<file path="config.mk">
export PLATFORM = sky130hd
export DESIGN_NAME = alu_seq_div_flat
export DESIGN_NICKNAME = d
export VERILOG_FILES = /design/src/rtl/alu_seq_div_pkg.sv /design/src/rtl/alu_seq_div_if.sv /design/src/rtl/alu_div_step.sv /design/src/rtl/alu_seq_div.sv /design/src/flat_wrapper.sv
export SDC_FILE = /design/constraint.sdc
export NUM_CORES = 1
export LEC_CHECK = 0
export BUFFER_PORTS_ARGS = -buffer_cell sky130_fd_sc_hd__buf_4
export CAP_MARGIN = 15
export CORE_UTILIZATION = 40
export CTS_BUF_LIST = sky130_fd_sc_hd__clkbuf_8
export DETAILED_ROUTE_END_ITERATION = 6
export MAX_ROUTING_LAYER = met4
export PLACE_DENSITY = 0.55
export SETUP_SLACK_MARGIN = 0.4
export SYNTH_ARGS = -nofsm -noshare
export SYNTH_HDL_FRONTEND = slang
export SYNTH_SLANG_ARGS = --single-unit
</file>
<file path="constraint.sdc">
create_clock -name clk -period 7.6 [get_ports clk]
set_input_delay 0.76 -clock clk [delete_from_list [all_inputs] [get_ports clk]]
set_output_delay 0.76 -clock clk [all_outputs]
set_load 0.1 [all_outputs]
</file>
<file path="src/rtl/alu_seq_div_pkg.sv">
// Shared definitions for the sequential divider.
//   ALU_DEF_WIDTH : default operand/result width
//   div_state_e   : controller state encoding (IDLE/CALC/SIGN)
package alu_seq_div_pkg;

    localparam int ALU_DEF_WIDTH = 32;

    typedef enum logic [1:0] {
        IDLE = 2'd0,
        CALC = 2'd1,
        SIGN = 2'd2
    } div_state_e;

endpackage : alu_seq_div_pkg

</file>
<file path="src/rtl/alu_seq_div_if.sv">
// Request/response bundle of the sequential divider.
//   start, signed_op, dividend, divisor : request side (driven by master)
//   busy, done, quotient, remainder,
//   div_by_zero                         : response side (driven by slave)
interface alu_seq_div_if
    import alu_seq_div_pkg::*;
#(
    parameter int WIDTH = ALU_DEF_WIDTH
) ();

    logic             start;
    logic             signed_op;
    logic [WIDTH-1:0] dividend;
    logic [WIDTH-1:0] divisor;
    logic             busy;
    logic             done;
    logic [WIDTH-1:0] quotient;
    logic [WIDTH-1:0] remainder;
    logic             div_by_zero;

    modport master (
        output start, signed_op, dividend, divisor,
        input  busy, done, quotient, remainder, div_by_zero
    );

    modport slave (
        input  start, signed_op, dividend, divisor,
        output busy, done, quotient, remainder, div_by_zero
    );

endinterface : alu_seq_div_if

</file>
<file path="src/rtl/alu_div_step.sv">
// One restoring shift-subtract iteration (purely combinational).
//   rem_in       : current partial remainder (always < divisor)
//   dividend_bit : next dividend bit, shifted in at the LSB
//   divisor      : divisor magnitude
//   rem_out      : next partial remainder
//   q_bit        : quotient bit produced by this step
module alu_div_step
    import alu_seq_div_pkg::*;
#(
    parameter int WIDTH = ALU_DEF_WIDTH
) (
    input  logic [WIDTH-1:0] rem_in,
    input  logic             dividend_bit,
    input  logic [WIDTH-1:0] divisor,
    output logic [WIDTH-1:0] rem_out,
    output logic             q_bit
);

    logic [WIDTH:0] shifted;
    logic [WIDTH:0] diff;

    // Because rem_in < divisor, shifted < 2*divisor: a successful
    // subtraction always leaves bit WIDTH clear, a failed one sets it.
    always_comb begin
        shifted = {rem_in, dividend_bit};
        diff    = shifted - {1'b0, divisor};
        q_bit   = ~diff[WIDTH];
        rem_out = q_bit ? diff[WIDTH-1:0] : shifted[WIDTH-1:0];
    end

endmodule : alu_div_step

</file>
<file path="src/rtl/alu_seq_div.sv">
// Sequential radix-2 restoring divider, signed or unsigned.
//   clk, resetn : clock, asynchronous active-low reset
//   bus (slave) : start/signed_op/dividend/divisor in;
//                 busy/done/quotient/remainder/div_by_zero out (registered)
// Operands are converted to magnitudes on acceptance, WIDTH iterations run
// in CALC (one quotient bit per cycle, MSB first), and SIGN applies the
// result signs and publishes the outputs with a one-cycle done pulse.
module alu_seq_div
    import alu_seq_div_pkg::*;
#(
    parameter int WIDTH = ALU_DEF_WIDTH
) (
    input  logic         clk,
    input  logic         resetn,
    alu_seq_div_if.slave bus
);

    localparam int CNT_W = $clog2(WIDTH + 1);

    div_state_e       state_q,     state_d;
    logic [CNT_W-1:0] cnt_q,       cnt_d;
    logic [WIDTH-1:0] acc_q,       acc_d;       // partial remainder
    logic [WIDTH-1:0] quo_q,       quo_d;       // dividend bits out, quotient bits in
    logic [WIDTH-1:0] dvs_q,       dvs_d;       // divisor magnitude
    logic [WIDTH-1:0] dnd_q,       dnd_d;       // raw dividend, for divide-by-zero
    logic             neg_quo_q,   neg_quo_d;
    logic             neg_rem_q,   neg_rem_d;
    logic             dz_q,        dz_d;
    logic             busy_q,      busy_d;
    logic             done_q,      done_d;
    logic [WIDTH-1:0] quotient_q,  quotient_d;
    logic [WIDTH-1:0] remainder_q, remainder_d;
    logic             dbz_q,       dbz_d;

    logic [WIDTH-1:0] step_rem;
    logic             step_q;

    function automatic logic [WIDTH-1:0] negate(input logic signed [WIDTH-1:0] v);
        return $unsigned(-v);
    endfunction

    // Most-negative input maps to its own bit pattern, which is the correct
    // unsigned magnitude 2^(WIDTH-1).
    function automatic logic [WIDTH-1:0] magnitude(input logic signed [WIDTH-1:0] v);
        return v[WIDTH-1] ? negate(v) : $unsigned(v);
    endfunction

    alu_div_step #(.WIDTH(WIDTH)) u_step (
        .rem_in       (acc_q),
        .dividend_bit (quo_q[WIDTH-1]),
        .divisor      (dvs_q),
        .rem_out      (step_rem),
        .q_bit        (step_q)
    );

    always_comb begin
        state_d     = state_q;
        cnt_d       = cnt_q;
        acc_d       = acc_q;
        quo_d       = quo_q;
        dvs_d       = dvs_q;
        dnd_d       = dnd_q;
        neg_quo_d   = neg_quo_q;
        neg_rem_d   = neg_rem_q;
        dz_d        = dz_q;
        busy_d      = busy_q;
        done_d      = 1'b0;
        quotient_d  = quotient_q;
        remainder_d = remainder_q;
        dbz_d       = dbz_q;

        case (state_q)
            IDLE: begin
                if (bus.start) begin
                    dnd_d     = bus.dividend;
                    dz_d      = (bus.divisor == '0);
                    neg_quo_d = bus.signed_op & (bus.dividend[WIDTH-1] ^ bus.divisor[WIDTH-1]);
                    neg_rem_d = bus.signed_op & bus.dividend[WIDTH-1];
                    quo_d     = bus.signed_op ? magnitude(bus.dividend) : bus.dividend;
                    dvs_d     = bus.signed_op ? magnitude(bus.divisor)  : bus.divisor;
                    acc_d     = '0;
                    cnt_d     = '0;
                    busy_d    = 1'b1;
                    state_d   = (bus.divisor == '0) ? SIGN : CALC;
                end
            end
            CALC: begin
                acc_d = step_rem;
                quo_d = {quo_q[WIDTH-2:0], step_q};
                cnt_d = cnt_q + CNT_W'(1);
                if (cnt_q == CNT_W'(WIDTH - 1)) begin
                    state_d = SIGN;
                end
            end
            SIGN: begin
                if (dz_q) begin
                    quotient_d  = '1;
                    remainder_d = dnd_q;
                end else begin
                    quotient_d  = neg_quo_q ? negate(quo_q) : quo_q;
                    remainder_d = neg_rem_q ? negate(acc_q) : acc_q;
                end
                dbz_d   = dz_q;
                done_d  = 1'b1;
                busy_d  = 1'b0;
                state_d = IDLE;
            end
            default: begin
                state_d = IDLE;
                busy_d  = 1'b0;
            end
        endcase
    end

    always_ff @(posedge clk or negedge resetn) begin
        if (!resetn) begin
            state_q     <= IDLE;
            cnt_q       <= '0;
            acc_q       <= '0;
            quo_q       <= '0;
            dvs_q       <= '0;
            dnd_q       <= '0;
            neg_quo_q   <= 1'b0;
            neg_rem_q   <= 1'b0;
            dz_q        <= 1'b0;
            busy_q      <= 1'b0;
            done_q      <= 1'b0;
            quotient_q  <= '0;
            remainder_q <= '0;
            dbz_q       <= 1'b0;
        end else begin
            state_q     <= state_d;
            cnt_q       <= cnt_d;
            acc_q       <= acc_d;
            quo_q       <= quo_d;
            dvs_q       <= dvs_d;
            dnd_q       <= dnd_d;
            neg_quo_q   <= neg_quo_d;
            neg_rem_q   <= neg_rem_d;
            dz_q        <= dz_d;
            busy_q      <= busy_d;
            done_q      <= done_d;
            quotient_q  <= quotient_d;
            remainder_q <= remainder_d;
            dbz_q       <= dbz_d;
        end
    end

    assign bus.busy        = busy_q;
    assign bus.done        = done_q;
    assign bus.quotient    = quotient_q;
    assign bus.remainder   = remainder_q;
    assign bus.div_by_zero = dbz_q;

endmodule : alu_seq_div

</file>
<file path="src/flat_wrapper.sv">
// flat-port wrapper written by rule: the top's interface ports become plain ports
module alu_seq_div_flat import alu_seq_div_pkg::*;
#(
    parameter int WIDTH = ALU_DEF_WIDTH
)
  (clk, resetn, bus_start, bus_signed_op, bus_dividend, bus_divisor, bus_busy, bus_done, bus_quotient, bus_remainder, bus_div_by_zero);
  alu_seq_div_if #(.WIDTH(WIDTH)) bus_i ();
  input  logic clk;
  input  logic resetn;
  input wire logic [$bits(bus_i.start)-1:0] bus_start;
  input wire logic [$bits(bus_i.signed_op)-1:0] bus_signed_op;
  input wire logic [$bits(bus_i.dividend)-1:0] bus_dividend;
  input wire logic [$bits(bus_i.divisor)-1:0] bus_divisor;
  output wire logic [$bits(bus_i.busy)-1:0] bus_busy;
  output wire logic [$bits(bus_i.done)-1:0] bus_done;
  output wire logic [$bits(bus_i.quotient)-1:0] bus_quotient;
  output wire logic [$bits(bus_i.remainder)-1:0] bus_remainder;
  output wire logic [$bits(bus_i.div_by_zero)-1:0] bus_div_by_zero;
  assign bus_i.start = bus_start;
  assign bus_i.signed_op = bus_signed_op;
  assign bus_i.dividend = bus_dividend;
  assign bus_i.divisor = bus_divisor;
  assign bus_busy = bus_i.busy;
  assign bus_done = bus_i.done;
  assign bus_quotient = bus_i.quotient;
  assign bus_remainder = bus_i.remainder;
  assign bus_div_by_zero = bus_i.div_by_zero;
  alu_seq_div #(.WIDTH(WIDTH)) u_core (.clk(clk), .resetn(resetn), .bus(bus_i));
endmodule
</file>
==> results by stage <==
Detailed routing:
- The number of detailed-route iterations in the first pass is 7.
- The detailed router finished its first iteration with 680 violations.
- The via count is 10480.
- In the routed layout, each cell is associated on average with a via count of 5.231.
- The detailed-route DRC error count is 26.
- The routed length per placed instance is 16.14 um.
- In this run the remaining antenna-violating nets after routing total 0.
- Wires add up to 32.34 mm.

Yosys:
- In this run, synthesis produced a sequential element count of 206.
- The average instance in the mapped netlist occupies 8.529 um^2.
- The share of the Yosys chip area taken by registers is 0.4092.
- The share of Yosys cell area claimed by the top area cell type is 0.4092.
- Summing every instance area after synthesis gives 12600 um^2.
- The number of instances in the synthesized netlist is 1477.
- In the synthesized netlist the dominant register cell turns out to be sky130_fd_sc_hd__dfrtp_1.
- The fraction of registers with async set or reset after synthesis is 1.000.
- By area the synthesized netlist is led by sky130_fd_sc_hd__dfrtp_1 (41%), sky130_fd_sc_hd__nand2_1 (7.4%), sky130_fd_sc_hd__xor2_1 (6.0%).
- Yosys printed 0 warnings.
- The largest total area in the synthesized netlist belongs to sky130_fd_sc_hd__dfrtp_1.
- The count of flip-flops with a built-in enable after synthesis is 0.
- The number of nets in the synthesized netlist is 1583.
- After synthesis, the netlist uses 67 different library cells.

Run status:
- The flow ran to the end, but the final reports show violations.
- The checks that failed: design-rule violations.

Clock tree:
- At the later pin of the worst-skew pair, clock insertion delay measures 0.54 ns.
- The number of sinks on the clock net is 206.
- Post-CTS repair changed the size of 0 cells.
- Once the clock tree was built, the setup fixing pass inserted 0 buffers.
- After clock tree synthesis, the flow added hold-fix buffers numbering 0.
- The root cell of the clock tree is sky130_fd_sc_hd__clkbuf_8.
- The total clock buffers created by CTS is 39.
- The clock tree from TritonCTS is built.
- The clock passes through at most 3 buffers.
- The H-tree was split into 2 levels.
- Clock-pin slew was measured on the worst setup and hold paths at 0.06 ns.

Critical path:
- The sum of buffers and inverters on the critical path is 2.
- The worst setup path is of the flip-flop to flip-flop kind.
- The data arrival time at the worst-slack endpoint is 4.33 ns.
- The signal on the critical path passes through inv_1 -> ha_1 -> fa_1 -> nand2b_1 -> a21oi_1 -> o21ai_1 -> a21oi_1 -> o21bai_1 -> a211oi_1 -> or4_1 -> and3_1 -> buf_4 -> mux2i_1 -> o21ai_1.
- The kind of end point of the critical path is a flip-flop.
- The worst-path maximum fanout is 25.
- Among all stages on the critical path, the largest delay is contributed by sky130_fd_sc_hd__a211oi_1.
- The category of the worst setup path launch point is a flip-flop.
- The kind of cell adding the most delay to the critical path is compound AO/OA/AOI/OAI gates.
- At the worst endpoint, the required time is 7.98 ns.
- In this design, the stage delay of the slowest critical-path cell is 0.44 ns.

STA:
- Setup repair after global routing left no endpoint under its margin.
- For this run, the top clock speed supported by timing is 253.4 MHz.
- The max-slew violation count is 0.
- The aggregate negative setup slack is 0 ns.
- The worst-case headroom to the max-slew limit is 0.3157.
- The post-layout minimum cycle time is 3.947 ns.
- For the pin with the worst max-slew slack, the measured transition is 1.026 ns.
- The setup slack after layout is 3.653 ns.
- Clock skew on the completed layout was measured at 0.02324 ns.
- The number of failing setup endpoints in the final timing report is 0.
- The final-report hold violation count is 0.
- In the finished design, the share of the clock period the worst path needs comes to 0.5193.

Pwr:
- The share of total power dissipated in combinational logic is 0.550.
- The maximum vdd drop is 0.2871 mV.
- The share of total power dissipated in sequential elements is 0.300.
- The clock network fraction of total power is 0.150.
- Of the total power, the share spent switching nets is 0.4657.
- The cell leakage power is 6.664 nW.
- Internal power comes to 3.557 mW.
- The power density of the placed cells is 456.0 nW/um^2.
- Summed over all nets, the switching power comes to 3.100 mW.

Cells and area:
- With fillers left out, the area of the finished cells amounts to 14600 um^2.
- The fraction of layout cells with a size suffix above 1 is 0.1425.
- Counting the fill cells in the layout gives 3087.
- 0 antenna diodes ended up in the layout.
- The area added between synthesis and finish is 15.89%.
- After the last flow step, the layout net total stands at 1689.

Global routing:
- The number of global-route vias before repair came to 10090.
- Entering global routing, the biggest net connects 93 pins.
- The first-pass GRT wire length is 53.36 mm.
- In the global route stage, met1 resource usage came out at 0.2862.
- For this run the aggregate overflow at the end of global routing stands at 0.
- In the global route stage, met3 resource usage came out at 0.03160.
- For this run, global-route usage on met2 was measured as 0.3225.
- The routing layer with the top usage in global route is met2.
- The global-route usage over all layers is 0.2073.
- The number of antenna violations at the first check in global routing is 0.

Placement:
- The last weighted congestion value of the routability-driven placer is 0.8671.
- The total placed instance area is 13890 um^2.
- After legalization and detailed placement, the total HPWL measured 23.12 mm.
- The port buffer count is 134.
- OpenSTA, run right after detailed placement, puts the worst setup slack at 3.628 ns.

Floorplanning:
- Measured along the y axis, the die boundary spans 179.5 um.
- From left edge to right edge, the die measures 179.5 um.
- The initial utilization of the core area, before any placement, comes to 0.4097.
- The number of placement rows is 64.
- The die area is 32210 um^2.
- The region available for standard cell placement spans 30750 um^2.
- During I/O placement, the number of pins put on the boundary was 135.

Worst hold path:
- In this run the worst hold path is classified as input port to async pin.

Flow run:
- The number of violations of the max-capacitance limit is 0.
==> path summary, 6_finish.rpt <==
kind / start / endpoint / slack [ns] / cells past startpoint
max in group asynchronous: resetn / u_core.acc_q[14] / 5.96 / 2
worst min register to register: u_core.bus.quotient[30] / u_core.bus.quotient[30] / 0.47 / 2
worst min-delay path: resetn / u_core.bus.div_by_zero / 0.23 / 1
worst max-delay path: u_core.quo_q[31] / u_core.acc_q[15] / 3.65 / 14
min in group clk: bus_dividend[22] / u_core.dnd_q[22] / 0.44 / 3
worst max register to register: u_core.quo_q[31] / u_core.acc_q[15] / 3.65 / 14
==> metrics by stage <==
step	std cells	util	power (mW)	hold slack, ns
CTS	2003	0.4748	6.714	0.2431
detailed placement	1938	0.4518	5.678	0.4633
floorplan	1477	-	4.838	0.4454
global route	2003	0.4748	7.266	0.2482
global placement	1938	0.4518	5.624	0.4577
finish	2003	0.4748	6.657	0.2254
==> power by group through the flow <==
stage          registers [mW]  clock network (mW)  logic, mW
6_report                 2.00                1.00       3.66
4_1_cts                  2.00                1.04       3.68
2_1_floorplan            2.09                   0       2.75
3_5_place_dp             2.01                   0       3.67
3_3_place_gp             2.00                   0       3.63
5_1_grt                  2.07                1.10       4.10
==> layout make-up <==
class / instances / area (um^2) / share of cell area
Inverter: 50 / 187.7 / 0.01286
Timing Repair Buffer: 146 / 1102 / 0.07551
Tap cell: 396 / 495.5 / 0.03394
Clock buffer: 45 / 619.3 / 0.04242
Sequential cell: 206 / 5156 / 0.3532
Clock inverter: 20 / 86.33 / 0.005914
Multi-Input combinational cell: 1140 / 6952 / 0.4762
==> kinds of logic (layout without fill, tap and decap cells) <==
group	after synthesis	in the layout	synth area share
AND/OR/NAND/NOR	506	506	0.1850
AO/OA/AOI/OAI	415	415	0.1973
flip-flops	206	206	0.4092
XOR/XNOR	147	147	0.1022
buffers and inverters	131	261	0.04082
adder cells (fa/ha/maj)	38	38	0.03834
multiplexers	34	34	0.02712
==> flip-flops by register name, indices dropped and copies added, names as in the netlist <==
name and flops:
u_core.acc_q 32, u_core.bus.quotient 32, u_core.bus.remainder 32, u_core.dnd_q 32, u_core.dvs_q 32, u_core.quo_q 32
u_core.cnt_q 6, u_core.state_q 2, u_core.bus.busy 1, u_core.bus.div_by_zero 1, u_core.bus.done 1, u_core.dz_q 1
u_core.neg_quo_q 1, u_core.neg_rem_q 1
==> cell usage in the layout (no fill, tap or decap), types with 5 or more instances in the layout <==
master | synthesis | layout
sky130_fd_sc_hd__nand2_1 | 247 | 246
sky130_fd_sc_hd__dfrtp_1 | 206 | 205
sky130_fd_sc_hd__buf_4 | 1 | 145
sky130_fd_sc_hd__o21ai_0 | 117 | 117
sky130_fd_sc_hd__a21oi_1 | 106 | 106
sky130_fd_sc_hd__nor2_1 | 104 | 103
sky130_fd_sc_hd__xor2_1 | 86 | 86
sky130_fd_sc_hd__inv_1 | 49 | 65
sky130_fd_sc_hd__o21ai_1 | 63 | 63
sky130_fd_sc_hd__xnor2_1 | 61 | 61
sky130_fd_sc_hd__clkbuf_8 | 0 | 46
sky130_fd_sc_hd__nand3_1 | 38 | 38
sky130_fd_sc_hd__ha_1 | 37 | 37
sky130_fd_sc_hd__mux2i_1 | 33 | 33
sky130_fd_sc_hd__a22oi_1 | 30 | 30
sky130_fd_sc_hd__o31ai_1 | 25 | 25
sky130_fd_sc_hd__nor3_1 | 21 | 21
sky130_fd_sc_hd__o41ai_1 | 13 | 13
sky130_fd_sc_hd__a21o_1 | 13 | 13
sky130_fd_sc_hd__or3_1 | 12 | 12
sky130_fd_sc_hd__nand2b_1 | 12 | 10
sky130_fd_sc_hd__and3_1 | 9 | 9
sky130_fd_sc_hd__a31oi_1 | 8 | 8
sky130_fd_sc_hd__or4_1 | 8 | 8
sky130_fd_sc_hd__and2_1 | 8 | 7
sky130_fd_sc_hd__a211oi_1 | 6 | 6
sky130_fd_sc_hd__o31ai_2 | 6 | 6
sky130_fd_sc_hd__nand4_1 | 6 | 6
sky130_fd_sc_hd__nand3b_1 | 5 | 5
sky130_fd_sc_hd__or3_4 | 5 | 5
sky130_fd_sc_hd__nor2b_1 | 6 | 5
==> per-layer routing <==
layer  routed length (um)  vias up  share of wire
met3                 1355       41          0.042
met4                  409        0          0.013
li1                     -     5355              -
met5                    0        -              0
met2                14600      205           0.45
met1                15970     4876           0.49
==> synthesized netlist by cell type (all sizes together) (33+ instances only) <==
| cell type | number |
|---|---|
| a21oi | 106 |
| clkbuf | 66 |
| dfrtp | 206 |
| ha | 37 |
| inv | 49 |
| mux2i | 33 |
| nand2 | 247 |
| nand3 | 38 |
| nor2 | 105 |
| o21ai | 180 |
| xnor2 | 61 |
| xor2 | 86 |
Power figures use the tool's default switching activity.
